==> config.mk <==
export PLATFORM = sky130hd
export DESIGN_NAME = dff_pipe_bank
export DESIGN_NICKNAME = d
export VERILOG_FILES = /design/src/rtl/dff_pipe_bank_pkg.sv /design/src/rtl/dff_pipe_slice.sv /design/src/rtl/dff_pipe_bank.sv
export SDC_FILE = /design/constraint.sdc
export NUM_CORES = 1
export LEC_CHECK = 0
export CAP_MARGIN = 20
export CORE_MARGIN = 3
export CORE_UTILIZATION = 52
export CTS_CLUSTER_SIZE = 25
export DETAILED_ROUTE_END_ITERATION = 6
export PLACE_DENSITY = 0.83
export SLEW_MARGIN = 20
export SYNTH_ARGS = -nofsm -noshare
export SYNTH_HDL_FRONTEND = slang
export SYNTH_SLANG_ARGS = --single-unit
==> constraint.sdc <==
create_clock -name C -period 2.43 [get_ports C]
set_input_delay 0.486 -clock C [delete_from_list [all_inputs] [get_ports C]]
set_output_delay 0.486 -clock C [all_outputs]
set_load 0.02 [all_outputs]
==> src/rtl/dff_pipe_bank_pkg.sv <==
// Shared types and helpers for the dff_pipe_bank register pipeline.
// Holds the count width rule, per-stage action priority and sync-clear mode constants.
package dff_pipe_bank_pkg;

  // Sync clear gating modes: ungated clear overrides E, gated clear needs E=1.
  localparam bit SRST_UNGATED = 1'b0;
  localparam bit SRST_GATED   = 1'b1;

  // Stage actions in priority order; PRI_ARST is only ever reached through R.
  typedef enum logic [1:0] {
    PRI_ARST = 2'd0,
    PRI_SRST = 2'd1,
    PRI_HOLD = 2'd2,
    PRI_LOAD = 2'd3
  } stage_act_e;

  function automatic int count_width(input int depth);
    return $clog2(depth + 1);
  endfunction

endpackage

==> src/rtl/dff_pipe_slice.sv <==
// One pipeline stage: WIDTH data bits plus a valid bit.
// Async reset loads ARST_VAL, sync clear loads SRST_VAL, otherwise load or hold per act.
module dff_pipe_slice
  import dff_pipe_bank_pkg::*;
#(
  parameter int unsigned       WIDTH    = 8,
  parameter logic [WIDTH-1:0]  ARST_VAL = '0,
  parameter logic [WIDTH-1:0]  SRST_VAL = '0
) (
  input  logic             C,
  input  logic             R,
  input  stage_act_e       act,
  input  logic [WIDTH-1:0] src_data,
  input  logic             src_valid,
  output logic [WIDTH-1:0] data,
  output logic             valid
);

  // NOTE: sequential state uses non-blocking assignments so every stage samples
  // its neighbour's pre-edge value and the pipeline shifts by exactly one slot.
  always_ff @(posedge C or negedge R) begin
    if (!R) begin
      data  <= ARST_VAL;
      valid <= 1'b0;
    end else begin
      case (act)
        PRI_SRST: begin
          data  <= SRST_VAL;
          valid <= 1'b0;
        end
        PRI_LOAD: begin
          data  <= src_data;
          valid <= src_valid;
        end
        default: ;
      endcase
    end
  end

endmodule

==> src/rtl/dff_pipe_bank.sv <==
// Parametrised valid/ready register pipeline with bubble collapsing, global enable,
// selectable sync-clear gating and a registered occupancy count.
module dff_pipe_bank
  import dff_pipe_bank_pkg::*;
#(
  parameter int unsigned       WIDTH      = 8,
  parameter int unsigned       DEPTH      = 4,
  parameter logic [WIDTH-1:0]  ARST_VAL   = '0,
  parameter logic [WIDTH-1:0]  SRST_VAL   = '0,
  parameter bit                SRST_GATED = 1'b0
) (
  input  logic                              C,
  input  logic                              R,
  input  logic                              E,
  input  logic                              SR,
  input  logic                              in_valid,
  output logic                              in_ready,
  input  logic [WIDTH-1:0]                  in_data,
  output logic                              out_valid,
  input  logic                              out_ready,
  output logic [WIDTH-1:0]                  out_data,
  output logic [count_width(DEPTH)-1:0]     count
);

  localparam int unsigned CW = count_width(DEPTH);

  logic [WIDTH-1:0] stage_data [DEPTH];
  logic [DEPTH-1:0] stage_valid;
  logic [DEPTH-1:0] adv;
  logic             clr;
  logic             accept;
  logic             pop;

  assign clr = SR & ((SRST_GATED == dff_pipe_bank_pkg::SRST_UNGATED) | E);

  // Ready chain from the output end back: an empty stage always advances.
  // NOTE: every variable written here gets a value before any branch or loop,
  // so no path leaves it unassigned and no latch is inferred.
  always_comb begin
    logic chain;
    chain = out_ready;
    adv   = '0;
    for (int i = int'(DEPTH) - 1; i >= 0; i--) begin
      chain  = E & (~stage_valid[i] | chain);
      adv[i] = chain;
    end
  end

  assign in_ready  = adv[0];
  assign accept    = in_valid & adv[0];
  assign pop       = stage_valid[DEPTH-1] & adv[DEPTH-1];
  assign out_valid = stage_valid[DEPTH-1];
  assign out_data  = stage_data[DEPTH-1];

  for (genvar i = 0; i < DEPTH; i++) begin : g_stage
    logic [WIDTH-1:0] src_data;
    logic             src_valid;
    stage_act_e       act;

    if (i == 0) begin : g_head
      assign src_data  = in_data;
      assign src_valid = in_valid;
    end else begin : g_body
      assign src_data  = stage_data[i-1];
      assign src_valid = stage_valid[i-1];
    end

    assign act = clr ? PRI_SRST : (adv[i] ? PRI_LOAD : PRI_HOLD);

    dff_pipe_slice #(
      .WIDTH    (WIDTH),
      .ARST_VAL (ARST_VAL),
      .SRST_VAL (SRST_VAL)
    ) u_slice (
      .C         (C),
      .R         (R),
      .act       (act),
      .src_data  (src_data),
      .src_valid (src_valid),
      .data      (stage_data[i]),
      .valid     (stage_valid[i])
    );
  end

  // Occupancy moves only on an unmatched accept or pop; a clear drops everything.
  always_ff @(posedge C or negedge R) begin
    if (!R) begin
      count <= '0;
    end else if (clr) begin
      count <= '0;
    end else if (accept & ~pop) begin
      count <= count + CW'(1);
    end else if (pop & ~accept) begin
      count <= count - CW'(1);
    end
  end

endmodule

# == Word level (Yosys, flattened, before mapping) ==
# Cells that the tools add are included.
# totals
romBits,0
memories,0
ramBits,0
elab_cells,61
inputBits,14
latch_bits,0
reg_bits,39
# classes
n_reduce_logical,5
div,0
n_mux,19
n_lt_le_gt_ge,0
n_addsub,2
n_mul,0
n_shift,0
bitwise_logic,18
eq_ne,8
# op_table
cell,n
$pmux W8 S2,4
$mux W3,3
$and A1 B1 Y1,8
$eq A2 B1 Y1 const B,4
$eq A2 B2 Y1 const B,4
$mux W2,4
$pmux W1 S2,4
$reduce_bool A2 Y1,4
$not A1 Y1,6
$mux W1,4
$or A1 B1 Y1,4
$add A3 B1 Y3 const B,1
$reduce_bool A3 Y1,1
$sub A3 B1 Y3 const B,1

# == Longest topological paths before layout ==
# Gate-level depths: netlist of run 1.
# logic_depth
depth_word,15
ltp_mapped,8

# == Hierarchy ==
# From an unflattened synthesis of run 1, not the netlist that was laid out.
# hier_totals
hier_cells,128
area_unflattened_um2,1650.3
# by_module_without_submodules
module,cells_each,n_inst,area_per_inst_um2,seq_area_each_um2
dff_pipe_slice,21,4,327.8,225.2
dff_pipe_bank,44,1,339.1,75.1

# == Worst setup path after synthesis of run 1 ==
# Ideal clock, no wire load.
# synth_timing
path_type,input port to flip-flop
from,input E
to,register count[1]
setup_slack_ps,282
t_arrival_ps,2081
t_required_ps,2364
stages,7
cell_sequence,buf_2 and3_1 a211oi_2 fa_1 mux2_2 a21oi_1 o311a_1
# synth_between
elab_chain_len,11
elab_cells_between_ends,16
cone_classes,mux (2); bitwise (13); reduce/logical (1)
# synth_lines
item,line_no,rtl
start: declaration,dff_pipe_bank.sv:14,"input logic E,"
$and A1 B1 Y1,dff_pipe_bank.sv:44,chain = E & (~stage_valid[i] | chain);
$or A1 B1 Y1,dff_pipe_bank.sv:44,
$and A1 B1 Y1,dff_pipe_bank.sv:44,
$or A1 B1 Y1,dff_pipe_bank.sv:44,
$and A1 B1 Y1,dff_pipe_bank.sv:44,
$or A1 B1 Y1,dff_pipe_bank.sv:44,
$and A1 B1 Y1,dff_pipe_bank.sv:44,
$and A1 B1 Y1,dff_pipe_bank.sv:50,assign accept = in_valid & adv[0];
$and A1 B1 Y1 or $not A1 Y1 (tied branches),"dff_pipe_bank.sv:91, dff_pipe_bank.sv:93",
$mux W3 or $and A1 B1 Y1 (tied branches),"dff_pipe_bank.sv:91, dff_pipe_bank.sv:93",
$mux W3 or $reduce_bool A3 Y1 (tied branches),-,
end signal: assignment,dff_pipe_bank.sv:92,count <= count + CW'(1);
end signal: assignment,dff_pipe_bank.sv:94,count <= count - CW'(1);
end: declaration,dff_pipe_bank.sv:22,output logic [count_width(DEPTH)-1:0] count
# Parallel ways exist; a longest one is shown, timed or not.
# A chain may end at the register's enable or synchronous reset.

# == Worst setup path in the final report of run 1 ==
# layout_timing
from,input out_ready
to,register count[1]
# layout_between
elab_chain_len,12
elab_cells_between_ends,17
cone_classes,mux (2); bitwise (14); reduce/logical (1)
# layout_lines
item,line_no,rtl
start: declaration,dff_pipe_bank.sv:20,"input logic out_ready,"
$or A1 B1 Y1 (*),dff_pipe_bank.sv:44,
$and A1 B1 Y1 (*),dff_pipe_bank.sv:44,
$or A1 B1 Y1,dff_pipe_bank.sv:44,
$and A1 B1 Y1,dff_pipe_bank.sv:44,
$or A1 B1 Y1,dff_pipe_bank.sv:44,
$and A1 B1 Y1,dff_pipe_bank.sv:44,
$or A1 B1 Y1,dff_pipe_bank.sv:44,
$and A1 B1 Y1,dff_pipe_bank.sv:44,
$and A1 B1 Y1,dff_pipe_bank.sv:50,
$and A1 B1 Y1 or $not A1 Y1 (tied branches),"dff_pipe_bank.sv:91, dff_pipe_bank.sv:93",
$mux W3 or $and A1 B1 Y1 (tied branches),"dff_pipe_bank.sv:91, dff_pipe_bank.sv:93",
$mux W3 or $reduce_bool A3 Y1 (tied branches),-,
# Mark *: on every way between the ends. The rest lies on a longest branch, timed or not.

==> results of run 1 <==
[routing by layer]
layer	GRT usage (%)	wire (um)	up-vias
li1	-	-	571
met1	22.1	1360	610
met2	32.9	1630	26
met3	4.10	120	6
met4	9.09	70	0
met5	0	0	-
[cell type report]
| type | count | area [um^2] |
|---|---|---|
| tap | 44 | 55.1 |
| fill | 257 | 982 |
| sequential | 39 | 976 |
| clock inverter | 2 | 12.5 |
| inverter | 6 | 22.5 |
| clock buffer | 6 | 41.3 |
| multi-input combinational | 88 | 659 |
| timing repair buffer | 36 | 329 |
[worst max path at each step]
stage                          from                   end  slack (ns)  cells past startpoint
after global routing      out_ready  count[1]$_DFFE_PN0P_        0.08                      7
after detailed placement  out_ready  count[1]$_DFFE_PN0P_       -0.21                      7
final                     out_ready  count[1]$_DFFE_PN0P_        0.12                      7
after global placement    out_ready  count[1]$_DFFE_PN0P_       -0.13                      7
after floorplan                   E  count[1]$_DFFE_PN0P_        0.28                      7
after CTS                 out_ready  count[1]$_DFFE_PN0P_        0.15                      7
[sequential cells by signal, summed over array words and instances, names as in the netlist]
name	count
g_stage.u_slice.data	32
g_stage.u_slice.valid	4
count	3
[power by group]
part / internal (mW) / total, mW / switching [mW] / leakage (nW)
clock network: 0.112 / 0.315 / 0.204 / 0.0282
logic: 0.0652 / 0.138 / 0.0726 / 0.467
registers: 0.668 / 0.683 / 0.0144 / 0.534
total: 0.845 / 1.14 / 0.291 / 1.03
[logic make-up after synthesis]
logic type,synth area share [%]
AO/OA/AOI/OAI,15.9
adder cells (fa/ha/maj),1.18
buffers and inverters,3.47
flip-flops,57.6
multiplexers,10.7
AND/OR/NAND/NOR,11.2
[through the flow]
stage	hold slack, ns	setup TNS, ns	util [%]	instance area [um^2]	setup WS, ns
final	0.230	0	68.1	2100	0.121
after global routing	0.286	0	68.1	2100	0.0807
after CTS	0.255	0	68.1	2100	0.146
after detailed placement	0.479	-0.213	66.4	2040	-0.207
after global placement	0.477	-0.128	66.4	2040	-0.128
after floorplan	0.190	0	-	1690	0.282
[cell usage in the layout (no fill, tap or decap), types with 5 or more instances in the layout]
master	count
dfrtp_1	39
mux2i_1	17
clkdlybuf4s50_1	24
inv_1	6
a21oi_1	5
a22o_1	17
clkbuf_4	5
buf_4	10
nor2_1	18
nand2_1	6
[worst max-delay path: stages]
cell	delay, ns
clkdlybuf4s50_1	0.52
and4b_4	0.23
a211oi_2	0.28
fa_1	0.48
mux2_2	0.28
a21oi_1	0.14
o311a_1	0.17
[repair_timing]
item	CTS	global route
setup endpoints to repair	1	0
buffers inserted	0	0
resized for setup	1	0
==> run summary, run 1 <==
Outcome: completed
Num rows: 20
Initial drt markers: 96
Core area: 3080 um^2
Least-Margin Pin Slew: 0.823 ns
Drt wl/cell: 14.4 um
Clock root buffer: clkbuf_4
Final ANT Viol Nets: 0
Vert. Die Dim: 63.1 um
Post-Syn Area: 1690 um^2
Gr ovfl total: 0
Clk sinks: 39
Final Slew Violations: 0
Synth warnings: 0
Post-DP HPWL: 2390 um
Initial antenna violation count: 0
Power, Total: 1.14 mW
Top FF cell, synth: dfrtp_1
FF-to-FF setup slack: 0.32 ns
R2R cell count: 6
Maximum vdd drop: 0.375 mV
Clk buf depth: 2
FMAX: 433 MHz
Layout Cells excl Fill: 221
Slew margin rel.: 45.2%
Async set-reset flop share out of synthesis: 100%
CP Capture Type: flop
Average via count per standard cell: 5.49
Cell variety after synth: 32
Starting Density: 55.0%
CTS H-Tree Depth: 2
RSZ-0062 raised after global routing: no
Top cell type's share of synthesized area: 57.6%
CTS tree: done
Seq cells post-synth: 39
Crit Path Max Fanout: 5
WP data required: 2.71 ns
Crit share post-route: 95.0%
Final setup skew: 0.00836 ns
Reg clk slew, reported paths: 0.11 ns
Largest net degree at the start of global routing: 40
Post-synth EDFFs: 0
P&R area growth vs syn: 23.7%
Final hold violation count: 0
FF-to-FF End: count[1]$_DFFE_PN0P_
Vias in the first global route: 1317
# DRC: 0
Top Ports: 27
Die area: 3980 um^2
First-pass GRT wire length: 5870 um
Final net count: 191
Max-Cap Viols: 0
Startpoint Class: input port
Reg2reg start: g_stage[3].u_slice.valid$_DFFE_PN0P_
Hold crit path type: in -> async
Hold buffer count at CTS: 0
CTS buffer count: 5
Routability cong.: 0.812
Leak: 1.03 nW
Post-Synthesis Net Count: 154
Routed via count: 1213
Clk_lat worst skew: 0.34 ns
Antenna diodes: 0
Input/output buffers: 26
Placed cells: 213
Register area share after synthesis: 57.6%
Synth area leader: dfrtp_1
Top cells by area, synth: dfrtp_1 (58%), mux2i_1 (10%), a22o_1 (8.8%), nor2_1 (4.0%), a21oi_1 (1.5%)
Power density cells: 542 nW/um^2
Worst Path Class, Setup: in -> reg
Layout cells sized above 1: 15.8%
Mapped Cells: 139
Pre-antenna DRT Iters: 4
Final setup vio count: 0
Most common cell in the netlist: dfrtp_1
Tmin final: 2.31 ns
Crit path DAT: 2.59 ns
DIE WIDTH: 63.1 um
WL final: 3180 um
Total global-route track usage: 18.9%
Mean Syn Cell Area: 12.2 um^2
Top post-synthesis cells by count: dfrtp_1 (39), nor2_1 (18), a22o_1 (17), mux2i_1 (17)
Power figures use the tool's default switching activity.
==> inputs of run 2 (changes only) <==
--- a/config.mk
+++ b/config.mk
@@ -11,6 +11,7 @@
 export CTS_CLUSTER_SIZE = 25
 export DETAILED_ROUTE_END_ITERATION = 6
 export PLACE_DENSITY = 0.83
+export SKIP_LAST_GASP = 1
 export SLEW_MARGIN = 20
 export SYNTH_ARGS = -nofsm -noshare
 export SYNTH_HDL_FRONTEND = slang
==> constraint.sdc (replaced) <==
create_clock -name C -period 2.3 [get_ports C]
set_input_delay 0.46 -clock C [delete_from_list [all_inputs] [get_ports C]]
set_output_delay 0.46 -clock C [all_outputs]
set_load 0.02 [all_outputs]
==> run 2 against run 1 <==
First-iteration DRC count is 49% lower; clock power is 75% higher; worst hold slack worse by 0.020 ns; sequential power is 5.7% higher; die area stayed put; core utilization is 1.8 points higher; critical path depth stayed put; worst setup slack worse by 0.084 ns; flip-flop and latch count stayed put; largest cell class unchanged.
==> run summary, run 2 (synthesis gave the netlist of run 1 again) <==
Post-DP HPWL: 2380 um
CP Cell Sequence: clkdlybuf4s50_1 > and4b_4 > a211oi_4 > fa_1 > mux2_2 > a21oi_1 > o311a_1
Final setup vio count: 0
Crit share post-route: 98.4%
Maximum vdd drop: 0.516 mV
Layout fillers: 238
Largest net degree at the start of global routing: 40
Final ANT Viol Nets: 0
Least-Margin Pin Slew: 0.839 ns
Outcome: completed
# DRC: 0
Slew margin rel.: 44.0%
Final Slew Violations: 0
Peak per-stage delay on the critical path: 0.51 ns
Num rows: 20
Gr ovfl total: 0
WP buf/inv: 1
Setup TNS: 0 ns
P&R area growth vs syn: 27.0%
Clock root buffer: clkbuf_4
Finished Core Util: 69.9%
Final setup skew: 0.00834 ns
FMAX: 442 MHz
WP depth: 7
Die area: 3980 um^2
FF-to-FF setup slack: 0.20 ns
Most frequent cells in the layout: dfrtp_1 (39), clkdlybuf4s50_1 (24), nor2_1 (18)
Postcts setup bufs: 0
Top Ports: 27
Antenna diodes: 0
Startpoint Class: input port
Final net count: 191
Max-Cap Viols: 0
CP Capture Type: flop
Power density cells: 661 nW/um^2
Clk sinks: 39
Biggest regs: g_stage.u_slice.data (32), g_stage.u_slice.valid (4), count (3)
Max reg flops: 32
Worst Path Class, Setup: in -> reg
CP endpoint: count[1]$_DFFE_PN0P_
Max stage delay cell, worst path: clkdlybuf4s50_1
Starting Density: 55.0%
Pre-antenna DRT Iters: 4
Hold crit path type: in -> async
Vert. Die Dim: 63.1 um
Post-CTS Resized: 1
Hold buffer count at CTS: 0
Layout cells sized above 1: 15.8%
Clk buf depth: 2
FF-to-FF End: count[1]$_DFFE_PN0P_
Input/output buffers: 26
R2R cell count: 6
CTS tree: done
Leak: 1.05 nW
Clk_lat worst skew: 0.34 ns
Total global-route track usage: 18.3%
Final hold violation count: 0
Initial drt markers: 49
Routability cong.: 0.830
Reg2reg start: g_stage[3].u_slice.valid$_DFFE_PN0P_
Worst Setup SP: out_ready
WL final: 3220 um
CTS buffer count: 5
Initial antenna violation count: 0
WP data required: 2.58 ns
First-pass GRT wire length: 5740 um
Routed via count: 1220
Top reg by flops: g_stage.u_slice.data
Drt wl/cell: 14.5 um
Crit path DAT: 2.54 ns
Average via count per standard cell: 5.52
DIE WIDTH: 63.1 um
Crit Path Max Fanout: 5
Most common cell after layout, fill and taps aside: dfrtp_1
CTS H-Tree Depth: 2
Core area: 3080 um^2
Vias in the first global route: 1262
Tmin final: 2.26 ns
Delay-heaviest family, CP: compound AO/OA/AOI/OAI gates
Reg clk slew, reported paths: 0.11 ns
## run 2: area by class of cell
type	instances	area (um^2)	share of cell area, %
Clock buffer	6	41.3	1.92
Multi-Input combinational cell	88	667	31.0
Clock inverter	2	60.1	2.79
Inverter	6	22.5	1.05
Tap cell	44	55.1	2.56
Sequential cell	39	976	45.4
Timing Repair Buffer	36	329	15.3
## run 2: how the worst min path moves through the flow
stage,depth (start not counted),slack [ns],endpoint
floorplan,0,0.16,count[0]$_DFFE_PN0P_
global placement,1,0.48,g_stage[1].u_slice.data[0]$_DFFE_PN0P_
detailed placement,1,0.49,g_stage[1].u_slice.data[4]$_DFFE_PN0P_
CTS,1,0.23,g_stage[3].u_slice.data[5]$_DFFE_PN0P_
global route,1,0.25,g_stage[3].u_slice.data[5]$_DFFE_PN0P_
finish,1,0.21,g_stage[3].u_slice.data[5]$_DFFE_PN0P_
## run 2: where the power goes
group | switching (mW) | total, mW | internal (mW)
registers | 0.0161 | 0.722 | 0.706
logic | 0.0779 | 0.148 | 0.0696
clock network | 0.212 | 0.551 | 0.339
total | 0.306 | 1.42 | 1.11
## run 2: stage by stage
step / instances / hold WS (ns) / power [mW] / setup WS, ns / area (um^2)
6_report: 221 / 0.210 / 1.42 / 0.0370 / 2150
5_1_grt: 221 / 0.247 / 1.49 / -0.0144 / 2150
4_1_cts: 221 / 0.230 / 1.43 / 0.0418 / 2140
3_5_place_dp: 213 / 0.489 / 0.883 / -0.307 / 2040
3_3_place_gp: 213 / 0.478 / 0.874 / -0.231 / 2040
2_1_floorplan: 139 / 0.164 / 0.813 / 0.178 / 1690
## run 2: layer usage
layer  vias up  track usage (%)  routed length [um]
met1       610             23.0                1360
met3         8             4.99                 149
met4         0             4.96                  52
met5         -                0                   0
met2        35             31.1                1660
li1        567                -                   -
